**src/rtl/det_win_if.sv**
```systemverilog
// det_win_if: qualifier, detector and result-buffer signals of det_window_accumulator.
// The first_idx/first_vld members exist only when DET_FIRST_HIT_EN is defined.
interface det_win_if #(
  parameter int WIN_LEN = 16,
  parameter int CNT_W = 8
);
  localparam int IW = $clog2(WIN_LEN);
  logic en, x_in, det_in, clr, win_ready;
  logic [CNT_W-1:0] ones_cnt, zeros_cnt;
  logic sat, win_valid, overflow;
  logic [IW-1:0] bit_idx;
`ifdef DET_FIRST_HIT_EN
  logic [IW-1:0] first_idx;
  logic first_vld;
`endif
  modport master (
    output en, x_in, det_in, clr, win_ready,
    input ones_cnt, zeros_cnt, sat, win_valid, overflow, bit_idx
`ifdef DET_FIRST_HIT_EN
    , first_idx, first_vld
`endif
  );
  modport slave (
    input en, x_in, det_in, clr, win_ready,
    output ones_cnt, zeros_cnt, sat, win_valid, overflow, bit_idx
`ifdef DET_FIRST_HIT_EN
    , first_idx, first_vld
`endif
  );
endinterface

```
**src/rtl/det_window_accumulator.sv**
```systemverilog
// det_window_accumulator: counts 111/000 detector hits per WIN_LEN-bit window into a single-entry valid/ready buffer.
// Optional DET_FIRST_HIT_EN macro adds the buffered index of the earliest hit in each window.
module det_window_accumulator #(
  parameter int WIN_LEN = 16,
  parameter int CNT_W = 8
) (
  input logic clk,
  input logic rst,
  det_win_if.slave bus
);
  localparam int IW = $clog2(WIN_LEN);
  localparam logic [CNT_W-1:0] MAX = '1;
  localparam logic [IW-1:0] LAST = IW'(WIN_LEN - 1);
  typedef enum logic {EMPTY, FULL} state_e;
  state_e state_q, state_d;
  logic [IW-1:0] idx_q, idx_d;
  logic [CNT_W-1:0] acc1_q, acc1_d, acc0_q, acc0_d, ones_q, ones_d, zeros_q, zeros_d, fin1, fin0;
  logic accs_q, accs_d, sat_q, sat_d, ovf_q, ovf_d;
  logic qual, hit1, hit0, fins, done, hs, load, wipe;
  always_comb begin
    qual = bus.en && !bus.clr;
    hit1 = qual && bus.det_in && bus.x_in;
    hit0 = qual && bus.det_in && !bus.x_in;
    fin1 = (hit1 && acc1_q != MAX) ? acc1_q + 1'b1 : acc1_q;
    fin0 = (hit0 && acc0_q != MAX) ? acc0_q + 1'b1 : acc0_q;
    fins = accs_q || (hit1 && acc1_q == MAX) || (hit0 && acc0_q == MAX);
    done = qual && idx_q == LAST;
    wipe = bus.clr || done;
    hs = state_q == FULL && bus.win_ready;
    load = done && (state_q == EMPTY || hs);
    idx_d = wipe ? '0 : bus.en ? idx_q + 1'b1 : idx_q;
    acc1_d = wipe ? '0 : fin1;
    acc0_d = wipe ? '0 : fin0;
    accs_d = !wipe && fins;
    ones_d = load ? fin1 : ones_q;
    zeros_d = load ? fin0 : zeros_q;
    sat_d = load ? fins : sat_q;
    ovf_d = !bus.clr && (ovf_q || (done && !load));
    state_d = (load || (state_q == FULL && !hs)) ? FULL : EMPTY;
  end
  always_ff @(posedge clk or negedge rst) begin
    if (!rst) begin
      state_q <= EMPTY;
      idx_q <= '0;
      acc1_q <= '0;
      acc0_q <= '0;
      accs_q <= 1'b0;
      ones_q <= '0;
      zeros_q <= '0;
      sat_q <= 1'b0;
      ovf_q <= 1'b0;
    end else begin
      state_q <= state_d;
      idx_q <= idx_d;
      acc1_q <= acc1_d;
      acc0_q <= acc0_d;
      accs_q <= accs_d;
      ones_q <= ones_d;
      zeros_q <= zeros_d;
      sat_q <= sat_d;
      ovf_q <= ovf_d;
    end
  end
  assign bus.ones_cnt = ones_q;
  assign bus.zeros_cnt = zeros_q;
  assign bus.sat = sat_q;
  assign bus.win_valid = state_q == FULL;
  assign bus.overflow = ovf_q;
  assign bus.bit_idx = idx_q;
`ifdef DET_FIRST_HIT_EN
  logic [IW-1:0] fidx_acc_q, fidx_acc_d, fidx_q, fidx_d, fin_fidx;
  logic fvld_acc_q, fvld_acc_d, fvld_q, fvld_d, fin_fvld;
  always_comb begin
    fin_fvld = fvld_acc_q || hit1 || hit0;
    fin_fidx = fvld_acc_q ? fidx_acc_q : (hit1 || hit0) ? idx_q : '0;
    fvld_acc_d = !wipe && fin_fvld;
    fidx_acc_d = wipe ? '0 : fin_fidx;
    fvld_d = load ? fin_fvld : fvld_q;
    fidx_d = load ? fin_fidx : fidx_q;
  end
  always_ff @(posedge clk or negedge rst) begin
    if (!rst) begin
      fidx_acc_q <= '0;
      fvld_acc_q <= 1'b0;
      fidx_q <= '0;
      fvld_q <= 1'b0;
    end else begin
      fidx_acc_q <= fidx_acc_d;
      fvld_acc_q <= fvld_acc_d;
      fidx_q <= fidx_d;
      fvld_q <= fvld_d;
    end
  end
  assign bus.first_idx = fidx_q;
  assign bus.first_vld = fvld_q;
`endif
endmodule

```
**src/flat_wrapper.sv**
```systemverilog
// flat-port wrapper written by rule: the top's interface ports become plain ports
module det_window_accumulator_flat 
#(
  parameter int WIN_LEN = 16,
  parameter int CNT_W = 8
)
  (clk, rst, bus_en, bus_x_in, bus_det_in, bus_clr, bus_win_ready, bus_ones_cnt, bus_zeros_cnt, bus_sat, bus_win_valid, bus_overflow, bus_bit_idx);
  det_win_if #(.WIN_LEN(WIN_LEN), .CNT_W(CNT_W)) bus_i ();
  input logic clk;
  input logic rst;
  input wire logic [$bits(bus_i.en)-1:0] bus_en;
  input wire logic [$bits(bus_i.x_in)-1:0] bus_x_in;
  input wire logic [$bits(bus_i.det_in)-1:0] bus_det_in;
  input wire logic [$bits(bus_i.clr)-1:0] bus_clr;
  input wire logic [$bits(bus_i.win_ready)-1:0] bus_win_ready;
  output wire logic [$bits(bus_i.ones_cnt)-1:0] bus_ones_cnt;
  output wire logic [$bits(bus_i.zeros_cnt)-1:0] bus_zeros_cnt;
  output wire logic [$bits(bus_i.sat)-1:0] bus_sat;
  output wire logic [$bits(bus_i.win_valid)-1:0] bus_win_valid;
  output wire logic [$bits(bus_i.overflow)-1:0] bus_overflow;
  output wire logic [$bits(bus_i.bit_idx)-1:0] bus_bit_idx;
  assign bus_i.en = bus_en;
  assign bus_i.x_in = bus_x_in;
  assign bus_i.det_in = bus_det_in;
  assign bus_i.clr = bus_clr;
  assign bus_i.win_ready = bus_win_ready;
  assign bus_ones_cnt = bus_i.ones_cnt;
  assign bus_zeros_cnt = bus_i.zeros_cnt;
  assign bus_sat = bus_i.sat;
  assign bus_win_valid = bus_i.win_valid;
  assign bus_overflow = bus_i.overflow;
  assign bus_bit_idx = bus_i.bit_idx;
  det_window_accumulator #(.WIN_LEN(WIN_LEN), .CNT_W(CNT_W)) u_core (.clk(clk), .rst(rst), .bus(bus_i));
endmodule
```
**config.mk**
```make
export PLATFORM = sky130hd
export DESIGN_NAME = det_window_accumulator_flat
export DESIGN_NICKNAME = d
export VERILOG_FILES = /design/src/rtl/det_win_if.sv /design/src/rtl/det_window_accumulator.sv /design/src/flat_wrapper.sv
export SDC_FILE = /design/constraint.sdc
export NUM_CORES = 1
export LEC_CHECK = 0
export ABC_AREA = 1
export BUFFER_PORTS_ARGS = -buffer_cell sky130_fd_sc_hd__buf_2
export CAP_MARGIN = 40
export CORE_ASPECT_RATIO = 1.25
export CORE_UTILIZATION = 30
export DETAILED_ROUTE_END_ITERATION = 7
export SETUP_SLACK_MARGIN = 0.05
export SYNTH_ARGS = -nofsm -noshare
export SYNTH_HDL_FRONTEND = slang
export SYNTH_SLANG_ARGS = --single-unit
```
**constraint.sdc**
```tcl
create_clock -name clk -period 3.3 [get_ports clk]
set_input_delay 0.165 -clock clk [delete_from_list [all_inputs] [get_ports clk]]
set_output_delay 0.165 -clock clk [all_outputs]
set_load 0.01 [all_outputs]
```
==> qor.csv, run 1 <==
stage,metric,value,unit
finish,postLayoutCellArea,2454,um2
clocking,clk_pin_slew,0.08,ns
setup_path,crit_path_start_kind,flop,
route,vias_per_cell,4.481,
synthesis,ys_ff_latch,40,
synthesis,synth-edff-count,0,
timing,fin_tns_setup,0,ns
pwr,ir_worst_vdd,0.2016,mV
grt,grt_pass1_vias,1727,
clocking,htree_levels,2,
route,drc_errors,0,
route,vias,1734,
synthesis,netlist_area,2088,um2
die,die_x,76.63,um
finish,drive_gt1_share,19.00,%
pwr,p_leak,1.299,nW
clocking,cts_tree,done,
die,start_util,31.41,%
finish,finalCoreUtilization,36.91,%
job,timing.max_cap.violations,0,
die,fp-row-count,33,
clocking,cts-hold-fix-buffers,1,
synthesis,yosysSeqAreaShare,47.93,%
setup_path,cpPeakStageDelay,0.49,ns
timing,tightest_slew,0.8139,ns
setup_path,end_kind,flop,
placement,gp_congestion,0.8032,
timing,min_period,1.679,ns
setup_path,slowest_stage,nand2_1,
synthesis,async_flop_share,100.0,%
placement,port-buffer-count,29,
die,fp.dieArea,7301,um2
finish,final_cell_mix,"113 x nand2_1, 40 x dfrtp_1, 29 x buf_2",
placement,hpwl,3183,um
timing,rsz0062_at_grt,no,
hold_path,hold_path_class,input pin to flop,
die,die_h,95.28,um
setup_path,required,3.50,ns
synthesis,synthesis.nets,276,
grt,grt_pass1_wl,7748,um
timing,max_freq,0.5955,GHz
die,ios,30,
setup_path,rr_worst_depth,4,
grt,antenna_found_initial,0,
finish,nNetsFinal,309,
route,wirelength,4432,um
run_status,status,finished clean,
die,core_area,6648,um2
route,drt_pass1_iterations,4,
route,first_iter_violations,97,
route,antenna_left,0,
grt,overflow,0,
timing,setup_viol,0,
synthesis,synth-main-ff-cell,dfrtp_1,
finish,syn_to_final_growth,17.50,%
synthesis,synthDistinctLibCells,29,
setup_path,crit_arrival,1.88,ns
synthesis,yosysWarnings,0,
setup_path,crit_chain,ha_1 > nand4_2 > nand2_1 > a31oi_1,
clocking,clockBufferDepth,2,
timing,fin_crit_sh,50.89,%
finish,antenna_cells,0,
setup_path,crit_fanout,21,
route,avgRoutedWirePerCell,11.45,um
grt,grt_use_total,13.38,%
hold_path,hold_depth,4,
timing,max_slew_margin,45.61,%
clocking,cts_setup_buffers,0,
finish,layout_commonest_cell,nand2_1,
clocking,cts_resized,0,
timing,hold_ws,0.1913,ns
setup_path,path_class,flop to flop,
grt,grt_max_degree,22,
synthesis,netlist_instances,266,
placement,place_area,2322,um2
clocking,clock_sinks,40,
clocking,root_buffer,clkbuf_8,
clocking,clk_latency,0.30,ns
timing,skew,0.01129,ns
timing,slew_viol_final,0,
pwr,power.density,397.4,nW/um2
clocking,cts_inserted_buffers,5,
synthesis,avgSynthCellArea,7.851,um2
timing,hold_viol_final,0,
-- where the power goes --
part           internal (W)  switching, W  total [W]  leakage (nW)
Sequential         0.000493    0.00000384   0.000497         0.557
Combinational     0.0000156     0.0000343  0.0000500         0.681
Clock              0.000247      0.000180   0.000428        0.0614
-- routing by layer --
| layer | vias up | wire length (um) | GRT usage [%] |
|---|---|---|---|
| met3 | 5 | 113 | 2.584 |
| met2 | 24 | 2308 | 25.53 |
| met1 | 805 | 1973 | 15.14 |
| met4 | 0 | 36 | 3.846 |
| met5 | - | 0 | 0 |
| li1 | 900 | - | - |
-- area by class of cell --
type,count,area (um2)
repair buffers,31,182.7
multi-input cells,197,943.4
clock buffers,6,82.58
flip-flops and latches,40,1001
well taps,87,108.9
fillers,701,4194
clock inverters,2,38.79
inverters,24,96.34
-- critical path, delay by kind of cell (launching register included) --
family / cells / cell delay, ns
flops: 1 / 0.41
simple gates: 2 / 0.62
compound gates: 1 / 0.34
fa+ha+maj: 1 / 0.23
-- registers in the layout (all words and copies together), names as in the netlist --
| register | count |
|---|---|
| u_core.acc0_q | 8 |
| u_core.bus.bit_idx | 4 |
| u_core.bus.sat | 1 |
| u_core.bus.win_valid | 1 |
| u_core.bus.ones_cnt | 8 |
| u_core.acc1_q | 8 |
| u_core.accs_q | 1 |
| u_core.bus.zeros_cnt | 8 |
| u_core.bus.overflow | 1 |
-- stage by stage --
step                      setup slack, ns  power [W]  instances
after detailed placement            1.636  0.0005578        378
after global routing                1.467   0.001013        387
after CTS                           1.612  0.0009936        387
after global placement              1.671  0.0005521        377
final                               1.621  0.0009750        387
after floorplan                     1.942  0.0005291        266
-- cells by family after synthesis --
kind of cell / count (synthesis) / share of synthesized area [%]
simple gates: 173 / 36.55
fa+ha+maj: 3 / 1.798
buf+inv: 29 / 6.890
xor+xnor: 5 / 2.097
flops: 40 / 47.93
compound gates: 16 / 4.734
-- final timing paths --
check	from	to	slack (ns)
min reg2reg	u_core.bus.zeros_cnt[6]	u_core.bus.zeros_cnt[6]	0.48
max reg2reg	u_core.bus.bit_idx[0]	u_core.accs_q	1.62
max in group asynchronous	rst	u_core.acc1_q[7]	2.44
min	bus_clr	u_core.bus.win_valid	0.19
min in group asynchronous	rst	u_core.bus.sat	0.37
max	u_core.bus.bit_idx[0]	u_core.accs_q	1.62
-- cell usage after synthesis, types with 3 or more instances --
library cell	n	share of area (%)
nand3_1	21	5.0
a21oi_1	10	2.4
ha_1	3	1.8
nor2_1	22	4.0
xor2_1	3	1.3
o21ai_2	4	1.7
inv_1	20	3.6
nand2_4	3	1.6
nand2_1	113	20
nand4_1	3	0.90
dfrtp_1	40	48
No activity file was read; power rests on OpenSTA's default activity.
==> run 2, diff against run 1 <==
==> constraint.sdc (replaced) <==
create_clock -name clk -period 1.5 [get_ports clk]
set_input_delay 0.075 -clock clk [delete_from_list [all_inputs] [get_ports clk]]
set_output_delay 0.075 -clock clk [all_outputs]
set_load 0.01 [all_outputs]
==> run 2 against run 1 <==
Effect of this change:
- worst hold slack got worse by 0.081 ns
- sequential cell count did not move
- utilization grew 2.0 points
- clock-buffer cell count increased by 1
- die area unchanged
- maximum frequency up 21%
- worst setup slack got worse by 1.5 ns
- sequential share of layout area shrank 2.1 points
- clock skew decreased by 0.0023 ns
- sequential power rose by 120%
==> qor.csv, run 2 (synthesis results as in run 1) <==
stage,metric,value,unit,change
route,drt_pass1_iterations,4,,unchanged
die,ios,30,,unchanged
pwr,ir_worst_vdd,0.2977,mV,+48%
pwr,p_leak,1.369,nW,+5.4%
route,wirelength,4586,um,+3.5%
grt,grt_max_degree,21,,-4.5%
timing,max_slew_margin,68.73,%,+23 points
grt,grt_pass1_wl,7914,um,+2.1%
route,avgRoutedWirePerCell,11.38,um,-0.63%
placement,port-buffer-count,29,,unchanged
finish,postLayoutCellArea,2589,um2,+5.5%
finish,multiInputGateArea,992.2,um2,+5.2%
timing,tightest_slew,0.4691,ns,-0.3448 ns
timing,rsz0062_at_grt,yes,,
clocking,clock_sinks,40,,unchanged
die,die_h,95.28,um,unchanged
die,fp.dieArea,7301,um2,unchanged
job,timing.max_cap.violations,0,,unchanged
timing,slew_viol_final,0,,unchanged
clocking,clk_pin_slew,0.08,ns,about the same
timing,max_freq,0.7176,GHz,+21%
finish,antenna_cells,0,,unchanged
timing,skew,0.008950,ns,-0.002338 ns
route,vias_per_cell,4.471,,-0.20%
pwr,power.density,742.6,nW/um2,+87%
clocking,clockBufferDepth,2,,unchanged
die,fp-row-count,33,,unchanged
placement,gp_congestion,0.8278,,+3.1%
route,antenna_left,0,,unchanged
clocking,root_buffer,clkbuf_8,,
route,vias,1802,,+3.9%
timing,setup_viol,0,,unchanged
placement,hpwl,3224,um,+1.3%
route,drc_errors,0,,unchanged
setup_path,end_kind,flop,,
finish,layout_commonest_cell,nand2_1,,
die,die_x,76.63,um,unchanged
grt,grt_pass1_vias,1802,,+4.3%
run_status,status,finished clean,,
clocking,cts_tree,done,,
finish,final_cell_mix,"111 x nand2_1, 40 x dfrtp_1, 29 x buf_2",,
setup_path,crit_path_start_kind,flop,,
clocking,clk_latency,0.29,ns,about the same
finish,nNetsFinal,325,,+5.2%
finish,syn_to_final_growth,23.97,%,
setup_path,required,1.68,ns,-1.82 ns
clocking,cts_inserted_buffers,5,,unchanged
clocking,htree_levels,2,,unchanged
finish,fill_cells,696,,-0.71%
timing,fin_crit_sh,92.90,%,+42 points
setup_path,critPathLaunch,u_core.acc0_q[0],,
hold_path,hold_path_class,input pin to flop,,
setup_path,path_class,flop to flop,,
placement,place_area,2395,um2,+3.1%
die,start_util,31.41,%,unchanged
pwr,p_total,0.001922,W,+97%
setup_path,crit_arrival,1.57,ns,-0.31 ns
setup_path,crit_fanout,3,,-86%
grt,overflow,0,,unchanged
finish,regArea,1001,um2,unchanged
die,core_area,6648,um2,unchanged
grt,grt_use_total,13.83,%,+0.45 points
grt,antenna_found_initial,0,,unchanged
route,first_iter_violations,117,,+21%
setup_path,timing.rr.start,u_core.acc0_q[0],,
timing,hold_viol_final,0,,unchanged
timing,min_period,1.394,ns,-0.2857 ns
finish,drive_gt1_share,25.32,%,+6.3 points
hold_path,worstHoldStart,bus_clr,,
-- run 2: changes by cell type in the layout (fill, tap and decap cells not counted), moves of 2 or more --
cell      previous run  this run
clkbuf_1             0         2
nand2_2              1         3
nor2_1              22        19
buf_4                0        13
ha_1                 3         1
nand2_1            113       111
buf_12               0         2
nor2_2               1         3
-- run 2: metrics by stage --
| step | util (%) | worst slack, ns | cells | TNS [ns] | hold slack [ns] |
|---|---|---|---|---|---|
| finish | 38.94 | 0.1065 | 403 | 0 | 0.1101 |
| global route | 38.94 | 0.01709 | 403 | 0 | 0.1136 |
| CTS | 37.81 | 0.06111 | 399 | 0 | 0.09355 |
| detailed placement | 36.02 | -0.00002132 | 387 | -0.00002132 | 0.07026 |
| global placement | 36.02 | 0.06946 | 387 | 0 | 0.06245 |
| floorplan | - | 0.1419 | 266 | 0 | -0.2206 |
-- run 2: power breakdown --
part | internal [W] | switching, W | leakage (nW)
Sequential | 0.00109 | 0.00000724 | 0.557
Clock | 0.000332 | 0.000371 | 0.0424
Combinational | 0.0000463 | 0.0000795 | 0.770
Total | 0.00146 | 0.000458 | 1.37
-- run 2: final timing paths --
path / to / slack (ns) / cells past startpoint
max: u_core.bus.zeros_cnt[7] / 0.11 / 11
min: u_core.bus.win_valid / 0.11 / 4
max reg2reg: u_core.bus.zeros_cnt[7] / 0.11 / 11
min reg2reg: u_core.bus.zeros_cnt[3] / 0.47 / 2
max in group asynchronous: u_core.bus.zeros_cnt[1] / 0.68 / 3
min in group asynchronous: u_core.acc1_q[5] / 0.28 / 2
-- run 2: layout make-up --
class | count | area share, %
clock buffer | 7 | 2.948
multi-input combinational | 198 | 38.33
tap | 87 | 4.205
timing repair buffer | 46 | 11.74
clock inverter | 1 | 0.3383
inverter | 24 | 3.770
sequential | 40 | 38.67
-- run 2: metal layers --
layer	global-route usage, %	vias up	wire [um]
li1	-	933	-
met1	15.43	829	1989
met2	25.75	30	2382
met3	2.297	10	108
met4	6.571	0	105
met5	0	-	0
-- run 2: repair_timing --
action	4_1_cts	5_1_grt
pin swaps	2	4
endpoints found under the setup margin	9	34
setup buffers	2	4
gates resized for setup	2	13
cloned	1	0
hold endpoints to repair	18	0
hold buffers	1	0
-- run 2: worst max-delay path, cell delays in order (launching register included) --
cell,delay (ns)
dfrtp_1,0.39
buf_4,0.12
buf_4,0.10
inv_1,0.05
nor2_1,0.22
nand2_1,0.09
nand2_1,0.06
nand2_1,0.05
nand2_1,0.07
nand2_1,0.05
nand2_1,0.05
nand2_1,0.04
==> run 3, diff against run 2 <==
--- a/config.mk
+++ b/config.mk
@@ -8,9 +8,12 @@
 export ABC_AREA = 1
 export BUFFER_PORTS_ARGS = -buffer_cell sky130_fd_sc_hd__buf_2
 export CAP_MARGIN = 40
+export CELL_PAD_IN_SITES_DETAIL_PLACEMENT = 1
+export CELL_PAD_IN_SITES_GLOBAL_PLACEMENT = 1
 export CORE_ASPECT_RATIO = 1.25
 export CORE_UTILIZATION = 30
 export DETAILED_ROUTE_END_ITERATION = 7
+export PLACE_DENSITY_LB_ADDON = 0.1
 export SETUP_SLACK_MARGIN = 0.05
 export SYNTH_ARGS = -nofsm -noshare
 export SYNTH_HDL_FRONTEND = slang
==> run 3 against run 2 <==
Effect of this change:
- sequential share of layout area shrank 0.79 points
- maximum frequency grew 1.6%
- utilization grew 0.81 points
- clock skew shrank 0.00088 ns
- die area is the same
- first-iteration DRC count shrank 43%
- clock-buffer cell count shrank 1
- worst setup slack gained 0.021 ns
- via count grew 5.4%
- global-route usage grew 2.9 points
- clock power grew 11%
- wire length grew 19%
- largest cell class is now multi-input gates
==> qor.csv, run 3 (synthesis results as in run 1) <==
stage,metric,value,unit,change
run_status,status,finished clean,,
route,first_iter_violations,67,,-43%
die,fp-row-count,33,,unchanged
finish,fill_cells,842,,+21%
clocking,htree_levels,2,,unchanged
finish,final_cell_mix,"109 x nand2_1, 40 x dfrtp_1, 29 x buf_2",,
finish,antenna_cells,0,,unchanged
placement,hpwl,3995,um,+24%
route,avgRoutedWirePerCell,13.29,um,+17%
hold_path,worstHoldStart,bus_clr,,
setup_path,timing.rr.start,u_core.acc0_q[0],,
timing,tightest_slew,0.3273,ns,-0.1418 ns
die,die_x,76.63,um,unchanged
pwr,ir_worst_vdd,0.3342,mV,+12%
route,antenna_left,0,,unchanged
die,core_area,6648,um2,unchanged
setup_path,rr_worst_depth,10,,-1
grt,overflow,0,,unchanged
grt,grt_use_total,16.69,%,+2.9 points
setup_path,required,1.70,ns,+0.02 ns
die,die_h,95.28,um,unchanged
clocking,cts_tree,done,,
route,drt_pass1_iterations,4,,unchanged
finish,nNetsFinal,332,,+2.2%
hold_path,whs_endpoint,u_core.bus.win_valid,,
placement,gp_congestion,0.7257,,-12%
clocking,clock_sinks,40,,unchanged
job,timing.max_cap.violations,0,,unchanged
grt,antenna_found_initial,0,,unchanged
timing,max_freq,0.7288,GHz,+1.6%
grt,grt_pass1_vias,1972,,+9.4%
route,wirelength,5449,um,+19%
route,vias,1900,,+5.4%
placement,place_inst,394,,+1.8%
clocking,clockBufferDepth,2,,unchanged
setup_path,crit_arrival,1.58,ns,about the same
clocking,clk_pin_slew,0.09,ns,about the same
grt,grt_max_degree,24,,+14%
pwr,power.density,758.3,nW/um2,+2.1%
clocking,clk_latency,0.30,ns,about the same
finish,finalCoreUtilization,39.75,%,+0.81 points
placement,port-buffer-count,29,,unchanged
route,vias_per_cell,4.634,,+3.6%
hold_path,hold_path_class,input pin to flop,,
finish,layoutNonFillerInstCount,410,,+1.7%
clocking,cts_inserted_buffers,5,,unchanged
finish,drive_gt1_share,28.79,%,+3.5 points
pwr,p_leak,1.404,nW,+2.6%
setup_path,rrSetupSlack,0.13,ns,+0.02 ns
timing,hold_viol_final,0,,unchanged
setup_path,end_kind,flop,,
grt,grt_pass1_wl,9308,um,+18%
timing,min_period,1.372,ns,-0.02141 ns
die,start_util,31.41,%,unchanged
placement,place_area,2422,um2,+1.1%
timing,rsz0062_at_grt,yes,,
finish,syn_to_final_growth,26.54,%,
timing,setup_viol,0,,unchanged
die,fp.dieArea,7301,um2,unchanged
route,drc_errors,0,,unchanged
timing,hold_ws,0.07262,ns,-0.03752 ns
timing,fin_tns_setup,0,ns,unchanged
setup_path,path_class,flop to flop,,
setup_path,crit_path_start_kind,flop,,
setup_path,timing.rr.end,u_core.bus.zeros_cnt[4],,
finish,layout_commonest_cell,nand2_1,,
clocking,root_buffer,clkbuf_8,,
finish,postLayoutCellArea,2643,um2,+2.1%
timing,fin_crit_sh,91.47,%,-1.4 points
die,ios,30,,unchanged
timing,skew,0.008071,ns,-0.0008792 ns
setup_path,crit_fanout,4,,+1
timing,slew_viol_final,0,,unchanged
hold_path,hold_depth,4,,unchanged
timing,max_slew_margin,78.18,%,+9.5 points
[run 3: worst max-delay path by stage]
stage	startpoint	cells after the start	endpoint	slack [ns]
final	u_core.acc0_q[0]	10	u_core.bus.zeros_cnt[4]	0.13
after CTS	u_core.acc0_q[1]	10	u_core.bus.zeros_cnt[3]	0.05
after global routing	u_core.acc0_q[1]	10	u_core.bus.zeros_cnt[4]	0.03
after floorplan	u_core.acc0_q[0]	10	u_core.bus.zeros_cnt[7]	0.14
after detailed placement	u_core.acc0_q[0]	10	u_core.bus.zeros_cnt[7]	-0.04
after global placement	u_core.acc0_q[0]	10	u_core.bus.zeros_cnt[7]	-0.03
[run 3: timing repair]
| action | in CTS | in global routing |
|---|---|---|
| pin swaps | 2 | 2 |
| gates resized for setup | 4 | 15 |
| endpoints found under the hold margin | 40 | 0 |
| cloned | 0 | 1 |
| endpoints found under the setup margin | 11 | 28 |
| hold buffers | 1 | 0 |
| setup buffers | 3 | 3 |
[run 3: critical path, cell delays in order, from the launching register on]
cell,delay (ns)
dfrtp_1,0.42
ha_4,0.19
nand3_2,0.09
inv_2,0.05
nand2_4,0.06
nand2_4,0.07
buf_4,0.16
nand2_1,0.07
nand2_1,0.06
nand2_1,0.05
nand2_1,0.05
[run 3: routing by layer]
metal / GRT usage, % / vias to the layer above / share of wire, %
met5: 0 / - / 0
met4: 7.212 / 0 / 1.7
met3: 3.445 / 7 / 2.2
met2: 31.68 / 21 / 54
met1: 17.94 / 928 / 42
li1: - / 944 / -
[run 3: layout make-up]
type | instances | area, um2 | share of cell area, %
multi-input cells | 198 | 1008 | 38.16
inverters | 24 | 100.1 | 3.788
repair buffers | 53 | 331.6 | 12.55
flip-flops and latches | 40 | 1001 | 37.88
clock inverters | 2 | 10.01 | 0.3788
well taps | 87 | 108.9 | 4.119
clock buffers | 6 | 82.58 | 3.125
[run 3: where the power goes]
part / switching (W) / internal, W / total [W]
logic: 0.0000837 / 0.0000464 / 0.000130
registers: 0.00000765 / 0.00109 / 0.00109
clock network: 0.000413 / 0.000368 / 0.000781
[run 3: per-stage QoR]
| stage | worst slack [ns] | power, W |
|---|---|---|
| finish | 0.1279 | 0.002004 |
| global route | 0.03109 | 0.002092 |
| CTS | 0.05218 | 0.002038 |
| detailed placement | -0.04413 | 0.001234 |
| global placement | -0.02911 | 0.001233 |
| floorplan | 0.1419 | 0.001164 |
